==> src/rtl/vga_pkg.sv <==
// Shared types and constants for the VGA timing / test-pattern generator.
// The timing struct collects the raster geometry; bar colours are RGB on/off masks.
package vga_pkg;

  typedef struct packed {
    int unsigned h_disp;
    int unsigned h_fp;
    int unsigned h_sync;
    int unsigned h_bp;
    int unsigned v_disp;
    int unsigned v_fp;
    int unsigned v_sync;
    int unsigned v_bp;
  } timing_t;

  typedef enum logic [1:0] {
    PAT_BARS  = 2'd0,
    PAT_CHECK = 2'd1,
    PAT_GRAD  = 2'd2,
    PAT_BLACK = 2'd3
  } pattern_e;

  // {R,G,B} masks, left to right: white, yellow, cyan, green, magenta, red, blue, black
  localparam logic [2:0] BAR_RGB [8] = '{3'b111, 3'b110, 3'b011, 3'b010,
                                         3'b101, 3'b100, 3'b001, 3'b000};

  function automatic int unsigned h_total(input timing_t t);
    return t.h_disp + t.h_fp + t.h_sync + t.h_bp;
  endfunction

  function automatic int unsigned v_total(input timing_t t);
    return t.v_disp + t.v_fp + t.v_sync + t.v_bp;
  endfunction

endpackage

==> src/rtl/vga_pattern_gen.sv <==
// Test-pattern colour source: one registered stage from (x, y, active, pattern) to RGB.
// Outside the active region every channel is forced to zero.
module vga_pattern_gen
  import vga_pkg::*;
#(
  parameter int unsigned RGB_W  = 10,
  parameter int unsigned X_W    = 10,
  parameter int unsigned Y_W    = 10,
  parameter int unsigned H_DISP = 640
) (
  input  logic             clk_i,
  input  logic             srst_i,
  input  logic             ce_i,
  input  logic [X_W-1:0]   x_i,
  input  logic [Y_W-1:0]   y_i,
  input  logic             active_i,
  input  pattern_e         pat_i,
  output logic [RGB_W-1:0] r_o,
  output logic [RGB_W-1:0] g_o,
  output logic [RGB_W-1:0] b_o
);

  localparam int unsigned BAR_W = H_DISP / 8;

  logic [2:0]       bar_idx;
  logic [2:0]       bar_mask;
  logic             chk;
  logic [RGB_W-1:0] grad;
  logic [RGB_W-1:0] r_d, g_d, b_d;
  logic [RGB_W-1:0] r_q, g_q, b_q;

  assign bar_idx  = 3'(x_i / X_W'(BAR_W));
  assign bar_mask = BAR_RGB[bar_idx];
  // 32-pixel squares: bit 5 of each coordinate selects the square parity
  assign chk      = (|(x_i & X_W'(32))) ^ (|(y_i & Y_W'(32)));

  generate
    if (X_W >= RGB_W) begin : g_grad_trunc
      assign grad = x_i[X_W-1 -: RGB_W];
    end else begin : g_grad_pad
      assign grad = {x_i, {(RGB_W - X_W){1'b0}}};
    end
  endgenerate

  always_comb begin
    r_d = '0;
    g_d = '0;
    b_d = '0;
    if (active_i) begin
      case (pat_i)
        PAT_BARS: begin
          r_d = {RGB_W{bar_mask[2]}};
          g_d = {RGB_W{bar_mask[1]}};
          b_d = {RGB_W{bar_mask[0]}};
        end
        PAT_CHECK: begin
          r_d = {RGB_W{chk}};
          g_d = {RGB_W{chk}};
          b_d = {RGB_W{chk}};
        end
        PAT_GRAD: begin
          r_d = grad;
          g_d = grad;
          b_d = grad;
        end
        default: ;
      endcase
    end
  end

  always_ff @(posedge clk_i) begin
    if (srst_i) begin
      r_q <= '0;
      g_q <= '0;
      b_q <= '0;
    end else if (ce_i) begin
      r_q <= r_d;
      g_q <= g_d;
      b_q <= b_d;
    end
  end

  assign r_o = r_q;
  assign g_o = g_q;
  assign b_o = b_q;

endmodule

==> src/rtl/vga_timing_pattern_gen.sv <==
// Parametrised VGA raster timing generator with built-in test patterns.
// All outputs are registered one CE cycle behind the raster counters.
module vga_timing_pattern_gen
  import vga_pkg::*;
#(
  parameter int unsigned RGB_W  = 10,
  parameter int unsigned H_DISP = 640,
  parameter int unsigned H_FP   = 16,
  parameter int unsigned H_SYNC = 96,
  parameter int unsigned H_BP   = 48,
  parameter int unsigned V_DISP = 480,
  parameter int unsigned V_FP   = 10,
  parameter int unsigned V_SYNC = 2,
  parameter int unsigned V_BP   = 33,
  parameter bit          HS_POL = 1'b0,
  parameter bit          VS_POL = 1'b0
) (
  input  logic                                            CLK,
  input  logic                                            RST,
  input  logic                                            CE,
  input  logic [1:0]                                      PAT_SEL,
  output logic                                            VGA_HS,
  output logic                                            VGA_VS,
  output logic                                            VGA_BLANK,
  output logic                                            VGA_SYNC,
  output logic [RGB_W-1:0]                                VGA_R,
  output logic [RGB_W-1:0]                                VGA_G,
  output logic [RGB_W-1:0]                                VGA_B,
  output logic [$clog2(H_DISP+H_FP+H_SYNC+H_BP)-1:0]      PIX_X,
  output logic [$clog2(V_DISP+V_FP+V_SYNC+V_BP)-1:0]      PIX_Y,
  output logic                                            FRAME_START
);

  localparam timing_t TIMING = '{h_disp: H_DISP, h_fp: H_FP, h_sync: H_SYNC, h_bp: H_BP,
                                 v_disp: V_DISP, v_fp: V_FP, v_sync: V_SYNC, v_bp: V_BP};
  localparam int unsigned H_TOT  = h_total(TIMING);
  localparam int unsigned V_TOT  = v_total(TIMING);
  localparam int unsigned X_W    = $clog2(H_TOT);
  localparam int unsigned Y_W    = $clog2(V_TOT);
  localparam int unsigned HS_BEG = TIMING.h_disp + TIMING.h_fp;
  localparam int unsigned HS_END = HS_BEG + TIMING.h_sync;
  localparam int unsigned VS_BEG = TIMING.v_disp + TIMING.v_fp;
  localparam int unsigned VS_END = VS_BEG + TIMING.v_sync;

  generate
    if ((H_DISP % 8) != 0) begin : g_bad_h_disp
      $error("vga_timing_pattern_gen: H_DISP must be divisible by 8");
    end
  endgenerate

  logic [X_W-1:0] hcnt_q, hcnt_d;
  logic [Y_W-1:0] vcnt_q, vcnt_d;
  pattern_e       pat_q, pat_cur;
  logic           frame_first, active, hs_on, vs_on;
  logic           hs_q, vs_q, blank_q, fs_q;
  logic [X_W-1:0] x_q;
  logic [Y_W-1:0] y_q;

  always_comb begin
    hcnt_d = hcnt_q + 1'b1;
    vcnt_d = vcnt_q;
    if (hcnt_q == X_W'(H_TOT - 1)) begin
      hcnt_d = '0;
      vcnt_d = (vcnt_q == Y_W'(V_TOT - 1)) ? '0 : vcnt_q + 1'b1;
    end
  end

  assign frame_first = (hcnt_q == '0) && (vcnt_q == '0);
  assign active      = (32'(hcnt_q) < TIMING.h_disp) && (32'(vcnt_q) < TIMING.v_disp);
  assign hs_on       = (32'(hcnt_q) >= HS_BEG) && (32'(hcnt_q) < HS_END);
  assign vs_on       = (32'(vcnt_q) >= VS_BEG) && (32'(vcnt_q) < VS_END);
  // The first pixel of a frame already uses the freshly sampled pattern
  assign pat_cur     = frame_first ? pattern_e'(PAT_SEL) : pat_q;

  always_ff @(posedge CLK) begin
    if (RST) begin
      hcnt_q  <= '0;
      vcnt_q  <= '0;
      pat_q   <= PAT_BARS;
      hs_q    <= ~HS_POL;
      vs_q    <= ~VS_POL;
      blank_q <= 1'b0;
      x_q     <= '0;
      y_q     <= '0;
      fs_q    <= 1'b0;
    end else if (CE) begin
      hcnt_q  <= hcnt_d;
      vcnt_q  <= vcnt_d;
      if (frame_first) pat_q <= pattern_e'(PAT_SEL);
      hs_q    <= hs_on ? HS_POL : ~HS_POL;
      vs_q    <= vs_on ? VS_POL : ~VS_POL;
      blank_q <= active;
      x_q     <= hcnt_q;
      y_q     <= vcnt_q;
      fs_q    <= frame_first;
    end
  end

  vga_pattern_gen #(
    .RGB_W  (RGB_W),
    .X_W    (X_W),
    .Y_W    (Y_W),
    .H_DISP (H_DISP)
  ) u_pattern (
    .clk_i    (CLK),
    .srst_i   (RST),
    .ce_i     (CE),
    .x_i      (hcnt_q),
    .y_i      (vcnt_q),
    .active_i (active),
    .pat_i    (pat_cur),
    .r_o      (VGA_R),
    .g_o      (VGA_G),
    .b_o      (VGA_B)
  );

  assign VGA_HS      = hs_q;
  assign VGA_VS      = vs_q;
  assign VGA_BLANK   = blank_q;
  assign VGA_SYNC    = 1'b0;
  assign PIX_X       = x_q;
  assign PIX_Y       = y_q;
  assign FRAME_START = fs_q;

endmodule

==> config.mk <==
export PLATFORM = sky130hd
export DESIGN_NAME = vga_timing_pattern_gen
export DESIGN_NICKNAME = d
export VERILOG_FILES = /design/src/rtl/vga_pkg.sv /design/src/rtl/vga_pattern_gen.sv /design/src/rtl/vga_timing_pattern_gen.sv
export SDC_FILE = /design/constraint.sdc
export NUM_CORES = 1
export LEC_CHECK = 0
export ABC_AREA = 1
export CORE_ASPECT_RATIO = 1.4
export CORE_MARGIN = 2
export CORE_UTILIZATION = 49
export CTS_CLUSTER_SIZE = 12
export DETAILED_ROUTE_END_ITERATION = 12
export PLACE_DENSITY_LB_ADDON = 0.15
export SLEW_MARGIN = 0
export SYNTH_ARGS = -nofsm -noshare
export SYNTH_HDL_FRONTEND = slang
export SYNTH_SLANG_ARGS = --single-unit
==> constraint.sdc <==
create_clock -name CLK -period 1.9 [get_ports CLK]
set_clock_uncertainty 0.1 [all_clocks]
set_input_delay 0.38 -clock CLK [delete_from_list [all_inputs] [get_ports CLK]]
set_output_delay 0.38 -clock CLK [all_outputs]
set_load 0.05 [all_outputs]
==> key figures <==
Outcome
  • Status: complete, but fails checks
  • Failing checks: setup timing

Worst setup path
  • Worst Path Max Fanout: 5
  • Buf/Inv on CP: 3
  • CP cell instances: inv_1, ha_4, nand2_4, nor2_4, nand4_1, nand2_4, buf_12, nand3_2, nand2_1, inv_2, nand2_2, nand2_1, a21oi_2
  • Max incr delay on CP: around 0.34 ns
  • Worst Setup End Kind: flop
  • Worst Setup Path Type: flop to flop
  • Worst Path Arrival: 2.10 ns
  • Critical path startpoint category: flop
  • CP top delay family: simple AND/OR/NAND/NOR gates
  • Critical Path RT: 2.09 ns
  • Worst path slowest cell: dfxtp_2

Power and ir drop
  • Cell area power density: between 700 and 800 nW/um^2
  • Lkg Pwr: 0.00234 uW
  • VDD IR max: 0.531 mV

Floorplan
  • Height of the die: 110 um
  • Site row count: 38
  • Io pins: 60
  • Die width: 79.5 um
  • Initial Utilization: roughly 50%
  • Die Footprint: 8710 um^2
  • Core area: 7750 um^2

STA
  • Final setup fails: 3
  • Final period util: 100%
  • Max Fclk: 524 MHz
  • Count of final hold-check violations: 0
  • Tmin final: 1.91 ns
  • RSZ-0062 raised after global routing: yes
  • Final WS setup: -0.00859 ns
  • Final Slew Violations: 0

Synthesis
  • Synth Instances: 517
  • Synth warnings: 0
  • Top post-synthesis cells by area: dfxtp_1 (39%), nand2_1 (14%), a21oi_2 (7.0%)
  • Mux contribution to synthesized area: 0%
  • Largest family of logic cells by synthesized area: simple AND/OR/NAND/NOR gates
  • Compound-Gate Fraction of Synth Area: 15.4%
  • Distinct cells, synth: 41
  • Adder-cell share of the synthesized area: 1.28%
  • Register area share after synthesis: about two fifths
  • Post-Synth Simple-Gate Area: between 30% and 40%
  • Post-Syn Nets: 526
  • Synth area leader: dfxtp_1
  • Yosys top cell area share: 38.9%
  • Synth Area in XOR/XNOR: 2.69%
  • Cell area after synthesis: 3910 um^2
  • Mean Syn Cell Area: 7.56 um^2
  • #FFs+latches synth: 76

Detailed routing
  • Vias/cell: 5.01
  • Post-route ant nets: 0
  • Routed len/inst: about 14 um
  • DR DRC count: 0
  • Vias: 3,646
  • Pre-antenna DRT Iters: 4
  • Routed WL: 10,300 um
  • Initial DRC count: ~170

Place
  • Pre-CTS setup slack: -0.0873 ns
  • GPL Wtd Cong: 0.864
  • IO Port Bufs: 58
  • Inst Count DP: approximately 700
  • DP HPWL: 7160 um

Clocking
  • Clock transition at the registers of the reported paths: 0.07 ns
  • Hold Buf Count CTS: 0
  • TritonCTS Buffers: 9
  • CTS tree: done
  • H-tree level count: 3
  • Clock buffer depth: 2
  • Clock sinks: 76
  • Clk_lat worst skew: 0.36 ns
  • Clk Tree Root Cell: clkbuf_8

Cells and area
  • Final core utilization: around two thirds
  • Share of layout cells above drive strength 1: 41.6%
  • Number of diodes: 0
  • Register area: 1530 um^2
  • Most frequent cells in the layout: nand2_1 (126), buf_4 (112), dfxtp_1 (69)
  • Multi-input logic area: 2240 um^2
  • Non-Filler Instances: 728
  • Commonest non-fill, non-tap cell in the layout: nand2_1
  • Layout area overhead: 34.6%
  • Nets: 634
  • Fillers: 669

GRT
  • Initial antenna violation count: 0
  • Total grt overflow: 0
  • GRT Resource Usage Total: 24.7%
  • Largest net degree at the start of global routing: 31
  • Vias in the first global route: 3,525
  • First-pass GRT wire length: about 17,000 um

Min path
  • Hold Crit Class: flop to flop

Flow run
  • Max-Cap Viols: 0
==> cell usage after synthesis (all sizes together) <==
master	n
inv	42
o21ai	20
o211ai	2
conb	1
a21oi	54
nand2	164
a211oi	7
nor2	55
ha	4
buf	12
nand4	6
a22oi	1
xnor2	1
dfxtp	76
clkinv	2
clkbuf	14
o22ai	2
xor2	11
nor3	11
nand3	25
a41oi	1
nor4	3
o31ai	1
a31oi	2
==> state kept, by name, summed over array words and instances (netlist names), 2 cells and up <==
signal         count
PIX_X             10
PIX_Y             10
hcnt_q            10
pat_q              2
u_pattern.b_o     10
u_pattern.g_o     10
u_pattern.r_o     10
vcnt_q            10
==> path summary, 6_finish.rpt <==
check | to | depth (start not counted) | slack, ns | start
worst max-delay path | u_pattern.r_o[7] | 13 | -0.009 | hcnt_q[0]
worst max register to register | u_pattern.r_o[7] | 13 | -0.009 | hcnt_q[0]
worst min-delay path | PIX_X[3] | 2 | 0.37 | PIX_X[3]
worst min register to register | PIX_X[3] | 2 | 0.37 | PIX_X[3]
==> cell families after synthesis <==
logic type               count (synthesis)
AO/OA/AOI/OAI                           90
XOR/XNOR                                12
adder cells (fa/ha/maj)                  4
buffers and inverters                   70
flip-flops                              76
other                                    1
AND/OR/NAND/NOR                        264
==> worst min-delay path: cells and delay by family, from the launching register on <==
kind             cells  cell delay [ns]
flip-flops           1             0.32
AO/OA/AOI/OAI        1             0.05
AND/OR/NAND/NOR      1             0.06
==> metrics by stage <==
step                      cell area [um^2]  total power [uW]  hold slack [ns]  setup TNS [ns]
final                                 5260              4080            0.371         -0.0151
after global routing                  5260              4270            0.392           -3.33
after CTS                             5080              4080            0.368               0
after detailed placement              4760              2710            0.357           -2.21
after global placement                4760              2690            0.348           -1.16
after floorplan                       3910              2450            0.373               0
==> layout make-up <==
type	instances	area share, %
Clock buffer	12	2.76
Clock inverter	2	1.14
Inverter	44	3.33
Multi-Input combinational cell	373	42.5
Sequential cell	76	29.1
Tap cell	100	2.38
Timing Repair Buffer	121	18.7
==> per-layer routing <==
layer | global-route usage (%) | share of wire, % | vias to the layer above
li1 | - | - | 1874
met1 | 28.4 | 41 | 1685
met2 | 44.8 | 53 | 73
met3 | 3.94 | 3.7 | 14
met4 | 10.7 | 2.0 | 0
met5 | 0 | 0 | -
==> repair_timing <==
action                                  4_1_cts  5_1_grt
setup buffers                                 3        6
pin swaps                                     7       20
resized for setup                            20       41
cloned                                        3        0
endpoints found under the setup margin       30       37
==> report_power, final <==
part           internal, uW  switching (uW)
sequential             1680            50.6
combinational           351             676
clock                   763             563
No activity file was read; power rests on OpenSTA's default activity.
